### src/rtl/triangle_host.sv
// triangle_host: host-side initiator/collector for the triangle point generator.
// Takes one triangle command and sorts its vertices by y (stable). It sends them
// on nt/xi/yi, then records every reported inside point into an 8x8 bitmap.
// A distinct-pixel counter tracks the bitmap, and done pulses when the triangle ends.
module triangle_host #(
    parameter logic [6:0] TIMEOUT        = 7'd127,
    parameter bit         CLEAR_ON_START = 1'b1
) (
    input  logic        clk,
    input  logic        reset,
    input  logic        cmd_valid,
    output logic        cmd_ready,
    input  logic [17:0] cmd_vtx,
    output logic        nt,
    output logic [2:0]  xi,
    output logic [2:0]  yi,
    input  logic        busy,
    input  logic        po,
    input  logic [2:0]  xo,
    input  logic [2:0]  yo,
    output logic        done,
    output logic        err,
    output logic [6:0]  pix_count,
    input  logic [2:0]  rd_row,
    output logic [7:0]  rd_data
);

    typedef enum logic [2:0] {
        IDLE      = 3'd0,
        SORT      = 3'd1,
        SEND0     = 3'd2,
        SEND1     = 3'd3,
        SEND2     = 3'd4,
        WAIT_BUSY = 3'd5,
        COLLECT   = 3'd6,
        DONE      = 3'd7
    } state_t;

    state_t      state_q, state_d;
    logic [17:0] vtx_q, vtx_d;
    logic        nt_q, nt_d;
    logic [2:0]  xi_q, xi_d, yi_q, yi_d;
    logic        done_q, done_d;
    logic        err_q, err_d;
    logic [6:0]  cnt_q, cnt_d;
    logic [63:0] bitmap_q, bitmap_d;
    logic [6:0]  pix_q, pix_d;

    logic [11:0] p01_s, p12_s, p01b_s;
    logic [5:0]  s0_s, s1_s, s2_s;
    logic [6:0]  cnt_inc_s;
    logic [5:0]  pt_idx_s;
    logic        capture_s;

    // Compare-and-swap on two {x,y} vertices: swap only when the first y is
    // strictly greater, so equal-y vertices keep their command order.
    function automatic logic [11:0] cas(input logic [11:0] p);
        return (p[8:6] > p[2:0]) ? {p[5:0], p[11:6]} : p;
    endfunction

    // Three-element bubble network over the latched command (v0,v1,v2 order).
    assign p01_s  = cas({vtx_q[17:12], vtx_q[11:6]});
    assign p12_s  = cas({p01_s[5:0], vtx_q[5:0]});
    assign p01b_s = cas({p01_s[11:6], p12_s[11:6]});
    assign s0_s   = p01b_s[11:6];
    assign s1_s   = p01b_s[5:0];
    assign s2_s   = p12_s[5:0];

    assign cnt_inc_s = cnt_q + 7'd1;
    assign pt_idx_s  = {yo, xo};
    // Points are accepted from the moment we start waiting for busy until done.
    assign capture_s = po && ((state_q == WAIT_BUSY) || (state_q == COLLECT) || (state_q == DONE));

    // Next-state, bitmap capture and output-register next values.
    always_comb begin
        state_d  = state_q;
        vtx_d    = vtx_q;
        xi_d     = xi_q;
        yi_d     = yi_q;
        err_d    = err_q;
        cnt_d    = cnt_q;
        bitmap_d = bitmap_q;
        pix_d    = pix_q;
        nt_d     = 1'b0;
        done_d   = 1'b0;

        if (capture_s && !bitmap_q[pt_idx_s]) begin
            bitmap_d[pt_idx_s] = 1'b1;
            if (pix_q < 7'd64) begin
                pix_d = pix_q + 7'd1;
            end else begin
                pix_d = pix_q;
            end
        end else begin
            bitmap_d = bitmap_q;
        end

        case (state_q)
            IDLE: begin
                if (cmd_valid) begin
                    vtx_d   = cmd_vtx;
                    err_d   = 1'b0;
                    state_d = SORT;
                    if (CLEAR_ON_START) begin
                        bitmap_d = 64'd0;
                        pix_d    = 7'd0;
                    end else begin
                        bitmap_d = bitmap_q;
                    end
                end else begin
                    state_d = IDLE;
                end
            end
            SORT: begin
                state_d      = SEND0;
                {xi_d, yi_d} = s0_s;
            end
            SEND0: begin
                state_d      = SEND1;
                {xi_d, yi_d} = s1_s;
            end
            SEND1: begin
                state_d      = SEND2;
                {xi_d, yi_d} = s2_s;
            end
            SEND2: begin
                state_d = WAIT_BUSY;
                cnt_d   = 7'd0;
            end
            WAIT_BUSY: begin
                if (cnt_inc_s == TIMEOUT) begin
                    err_d   = 1'b1;
                    cnt_d   = TIMEOUT;
                    state_d = DONE;
                end else if (busy) begin
                    cnt_d   = cnt_inc_s;
                    state_d = COLLECT;
                end else begin
                    cnt_d   = cnt_inc_s;
                end
            end
            COLLECT: begin
                if (!busy) begin
                    state_d = DONE;
                end else if (cnt_inc_s == TIMEOUT) begin
                    err_d   = 1'b1;
                    cnt_d   = TIMEOUT;
                    state_d = DONE;
                end else begin
                    cnt_d = cnt_inc_s;
                end
            end
            DONE: begin
                state_d = IDLE;
            end
            default: begin
                state_d = IDLE;
            end
        endcase

        nt_d   = (state_d == SEND0);
        done_d = (state_d == DONE);
    end

    // State and output registers with asynchronous active-low reset.
    always_ff @(posedge clk or negedge reset) begin
        if (!reset) begin
            state_q  <= IDLE;
            vtx_q    <= 18'd0;
            nt_q     <= 1'b0;
            xi_q     <= 3'd0;
            yi_q     <= 3'd0;
            done_q   <= 1'b0;
            err_q    <= 1'b0;
            cnt_q    <= 7'd0;
            bitmap_q <= 64'd0;
            pix_q    <= 7'd0;
        end else begin
            state_q  <= state_d;
            vtx_q    <= vtx_d;
            nt_q     <= nt_d;
            xi_q     <= xi_d;
            yi_q     <= yi_d;
            done_q   <= done_d;
            err_q    <= err_d;
            cnt_q    <= cnt_d;
            bitmap_q <= bitmap_d;
            pix_q    <= pix_d;
        end
    end

    assign cmd_ready = (state_q == IDLE);
    assign nt        = nt_q;
    assign xi        = xi_q;
    assign yi        = yi_q;
    assign done      = done_q;
    assign err       = err_q;
    assign pix_count = pix_q;
    assign rd_data   = bitmap_q[{rd_row, 3'b000} +: 8];

endmodule

### config.mk
export PLATFORM = sky130hd
export DESIGN_NAME = triangle_host
export DESIGN_NICKNAME = d
export VERILOG_FILES = /design/src/rtl/triangle_host.sv
export SDC_FILE = /design/constraint.sdc
export NUM_CORES = 1
export LEC_CHECK = 0
export BUFFER_PORTS_ARGS = -buffer_cell sky130_fd_sc_hd__buf_2
export CAP_MARGIN = 15
export CORE_MARGIN = 2
export CORE_UTILIZATION = 54
export DETAILED_ROUTE_END_ITERATION = 8
export HOLD_SLACK_MARGIN = 0.02
export MAX_ROUTING_LAYER = met4
export PLACE_DENSITY = 0.76
export REMOVE_ABC_BUFFERS = 1
export SLEW_MARGIN = 20
export SYNTH_ARGS = -nofsm -noshare
export SYNTH_HDL_FRONTEND = slang
export SYNTH_SLANG_ARGS = --single-unit
export TNS_END_PERCENT = 10
### constraint.sdc
create_clock -name clk -period 4.9 [get_ports clk]
set_input_delay 0.49 -clock clk [delete_from_list [all_inputs] [get_ports clk]]
set_output_delay 0.49 -clock clk [all_outputs]
set_load 0.02 [all_outputs]
==> flow_summary_export.csv <==
group,metric,value,unit
final_layout,n_antenna_cell,0,
final_layout,drive_gt1_share,20.37,%
detailed_routing,ant_nets,0,
placement,dpl.hpwl,11240,um
final_layout,design_area,7014,um^2
power,finalPower,4.663,mW
clock_network,clockBufferDepth,2,
worst_setup_path,slowest_delay,370,ps
clock_network,cts_buffers,9,
sta,period_share,94.32,%
synthesis,synth_enable_flop_cells,0,
final_layout,syn2layout_area_growth,10.90,%
global_routing,grt_overflow_total,0,
flow_run,cap_violations,0,
worst_setup_path,startpoint_type,"register",
clock_network,clock_sinks,108,
power,power.density,664.8,nW/um^2
global_routing,grt_first_pass_wirelength,26740,um
synthesis,ys_seq_area_share,42.73,%
detailed_routing,remaining_drc_errors,0,
power,power.internal,2.596,mW
synthesis,ys_ff_latch,108,
detailed_routing,wl_per_cell,18.91,um
placement,globalplace.congestion,0.8933,
placement,placed_area,6635,um^2
power,p_sw,2.067,mW
worst_setup_path,worstPathRequired,5140,ps
sta,tightest_slew,920.6,ps
die,dieArea,12590,um^2
power,share_seq_of_total_power,27.7,%
synthesis,yosys_most_used_dff,"dfrtp_1",
worst_setup_path,crit_type,"register to register",
global_routing,grt_use_total,27.41,%
synthesis,syn_area,6325,um^2
sta,slew_viol_final,0,
final_layout,fin_nets,751,
worst_setup_path,cpMaxStageDelayCell,"dfrtp_1",
die,die_w,112.2,um
synthesis,syn-mean-instance-area,9.454,um^2
clock_network,clock_latency,360,ps
synthesis,synthArstFlopShare,100.0,%
final_layout,final_util,61.43,%
global_routing,grt_max_degree,77,
clock_network,cts.hold.buffers_added,0,
sta,max_freq,216.4,MHz
worst_hold_path,hp-class,"input port to asynchronous set/reset pin",
sta,setup_viol,0,
power,clockPowerShare,15.9,%
status,outcome,"completed",
global_routing,grt_pass1_vias,5157,
sta,fin_skew,10.33,ps
worst_setup_path,cp_cell_sequence,"inv_1 -> ha_4 -> nor2b_1 -> o21ai_1 -> a32oi_2 -> mux2_4 -> ha_1 -> nor2b_1 -> o21ai_1 -> a21bo_2 -> mux2i_4 -> ha_1 -> nor2b_1 -> o21a_1 -> o21ai_2 -> buf_4 -> nor3_1 -> o31ai_2 -> nand2_1 -> a211o_1",
die,ios,57,
sta,post-route-min-period,4622,ps
power,vdd_drop_max,0.7270,mV
synthesis,yosys_warnings,0,
clock_network,clk_pin_slew,70,ps
worst_setup_path,arrival,4860,ps
sta,hold_viol,0,
worst_setup_path,crit_family,"compound AO/OA/AOI/OAI gates",
die,coreArea,11420,um^2
detailed_routing,viasPerCell,6.205,
clock_network,cts_tree,"done",
global_routing,antenna_found_initial,0,
die,num_rows,39,
clock_network,cts-root-buf,"clkbuf_16",
placement,io_buffers,56,
power,power_frac_comb,56.4,%
worst_setup_path,critPathBufInv,2,
worst_setup_path,cp-end-kind,"register",
detailed_routing,first_pass_iters,5,
clock_network,htree_levels,3,
worst_setup_path,crit_top_cell,"nor2b_1",
detailed_routing,drt_iter0_markers,660,
worst_setup_path,critPathMaxFanout,6,
detailed_routing,num_vias,5305,
sta,relSlewSlack,38.63,%
synthesis,synth_cell_type_count,64,
detailed_routing,drt_wl_total,16170,um
die,die_h,112.2,um
power,p_leak,3.229,nW
synthesis,synth_cells,669,
sta,fin_setup_tns,0,ps
power,swShare,44.32,%
die,start_util,55.39,%
-- final timing paths --
path / cells past startpoint / startpoint / endpoint / slack, ps
min reg2reg: 2 / vtx_q[5]$_DFFE_PN0P_ / vtx_q[5]$_DFFE_PN0P_ / 480
min in group clk: 3 / cmd_vtx[14] / vtx_q[14]$_DFFE_PN0P_ / 330
max: 20 / vtx_q[7]$_DFFE_PN0P_ / xi[2]$_DFFE_PN0P_ / 280
min: 1 / reset / vtx_q[12]$_DFFE_PN0P_ / 270
max in group asynchronous: 2 / reset / cnt_q[2]$_DFFE_PN0P_ / 3640
max reg2reg: 20 / vtx_q[7]$_DFFE_PN0P_ / xi[2]$_DFFE_PN0P_ / 280
-- stage by stage --
step / worst slack (ps) / hold WS (ps) / instances
after floorplan: -368.6 / 194.4 / 631
after global placement: 269.7 / 479.8 / 835
after detailed placement: 0.3926 / 466.2 / 835
after CTS: 49.66 / 303.2 / 851
after global routing: -9.399 / 327.2 / 855
final: 278.2 / 267.6 / 855
-- cells in the final DEF (no fill, tap or decap), drive strengths merged, types with 16 or more instances in the layout --
master	netlist	layout
nand2	165	165
dfrtp	108	108
o21ai	86	86
buf	14	65
mux2i	30	30
nor2	29	29
a21oi	26	26
mux4	22	22
inv	16	18
mux2	17	17
nand3	16	16
-- synth_stat cells, types with 6 or more instances --
library cell	number	share of area, %
a21oi_1	26	2.1
a221oi_1	6	0.83
a32o_1	10	1.6
clkbuf_1	24	1.4
dfrtp_1	108	43
ha_1	12	2.4
inv_1	16	0.95
mux2_2	16	2.8
mux2i_1	30	4.7
mux4_2	21	7.5
nand2_1	165	9.8
nand3_1	14	1.1
nand3b_1	6	0.71
nand4_1	6	0.59
nor2_1	28	1.7
nor2b_1	7	0.69
o21ai_0	76	6.0
o21ai_2	8	1.1
-- worst reg2reg max path, delay by kind of cell, from the launching register on --
kind                       cells  cell delay, ps
and+or+nand+nor                5             620
buffers and inverters          2             260
muxes                          2             630
AOI/OAI and AO/OA              8            1780
DFF                            1             370
adders and majority gates      3             860
-- cell families (layout without fill, tap and decap cells) --
logic type | count (synthesis) | count (layout) | synth area share, %
compound gates | 163 | 163 | 16.20
xor+xnor | 1 | 1 | 0.1385
fa+ha+maj | 12 | 12 | 2.374
buf+inv | 55 | 98 | 4.036
flops | 108 | 108 | 42.73
mux | 69 | 69 | 15.67
simple gates | 261 | 261 | 18.85
-- cell type report --
| type | count | area (um^2) |
|---|---|---|
| inverters | 17 | 63.81 |
| clock inverters | 6 | 71.32 |
| well taps | 143 | 178.9 |
| flip-flops and latches | 108 | 2703 |
| clock buffers | 10 | 229.0 |
| repair buffers | 65 | 350.3 |
| fillers | 925 | 4404 |
| multi-input cells | 506 | 3418 |
-- registers in the layout (all words and copies together) (netlist names), 3 cells and up --
signal and count:
vtx_q 18, cnt_q 7, xi 3, pix_count 7, bitmap_q 64, yi 3, state_q 3
-- power groups by stage --
stage	sequential (mW)	clock (mW)	combinational [mW]
2_1_floorplan	1.29	0	1.72
3_3_place_gp	1.29	0	2.25
3_5_place_dp	1.30	0	2.36
4_1_cts	1.28	0.754	2.39
5_1_grt	1.32	0.793	2.93
6_report	1.29	0.742	2.63
-- layer usage --
metal	track usage (%)	routed length, um
met4	6.260	185
met2	42.45	7863
met1	37.18	7033
met5	-	0
met3	6.587	1091
-- repair_timing --
action / CTS / global route
buffers inserted: 0 / 4
pin swaps: 0 / 3
endpoints found under the setup margin: 3 / 6
gates resized for setup: 2 / 9
endpoints found under the hold margin: 0 / 0
Note: power is estimated with default switching activity, not from simulation.
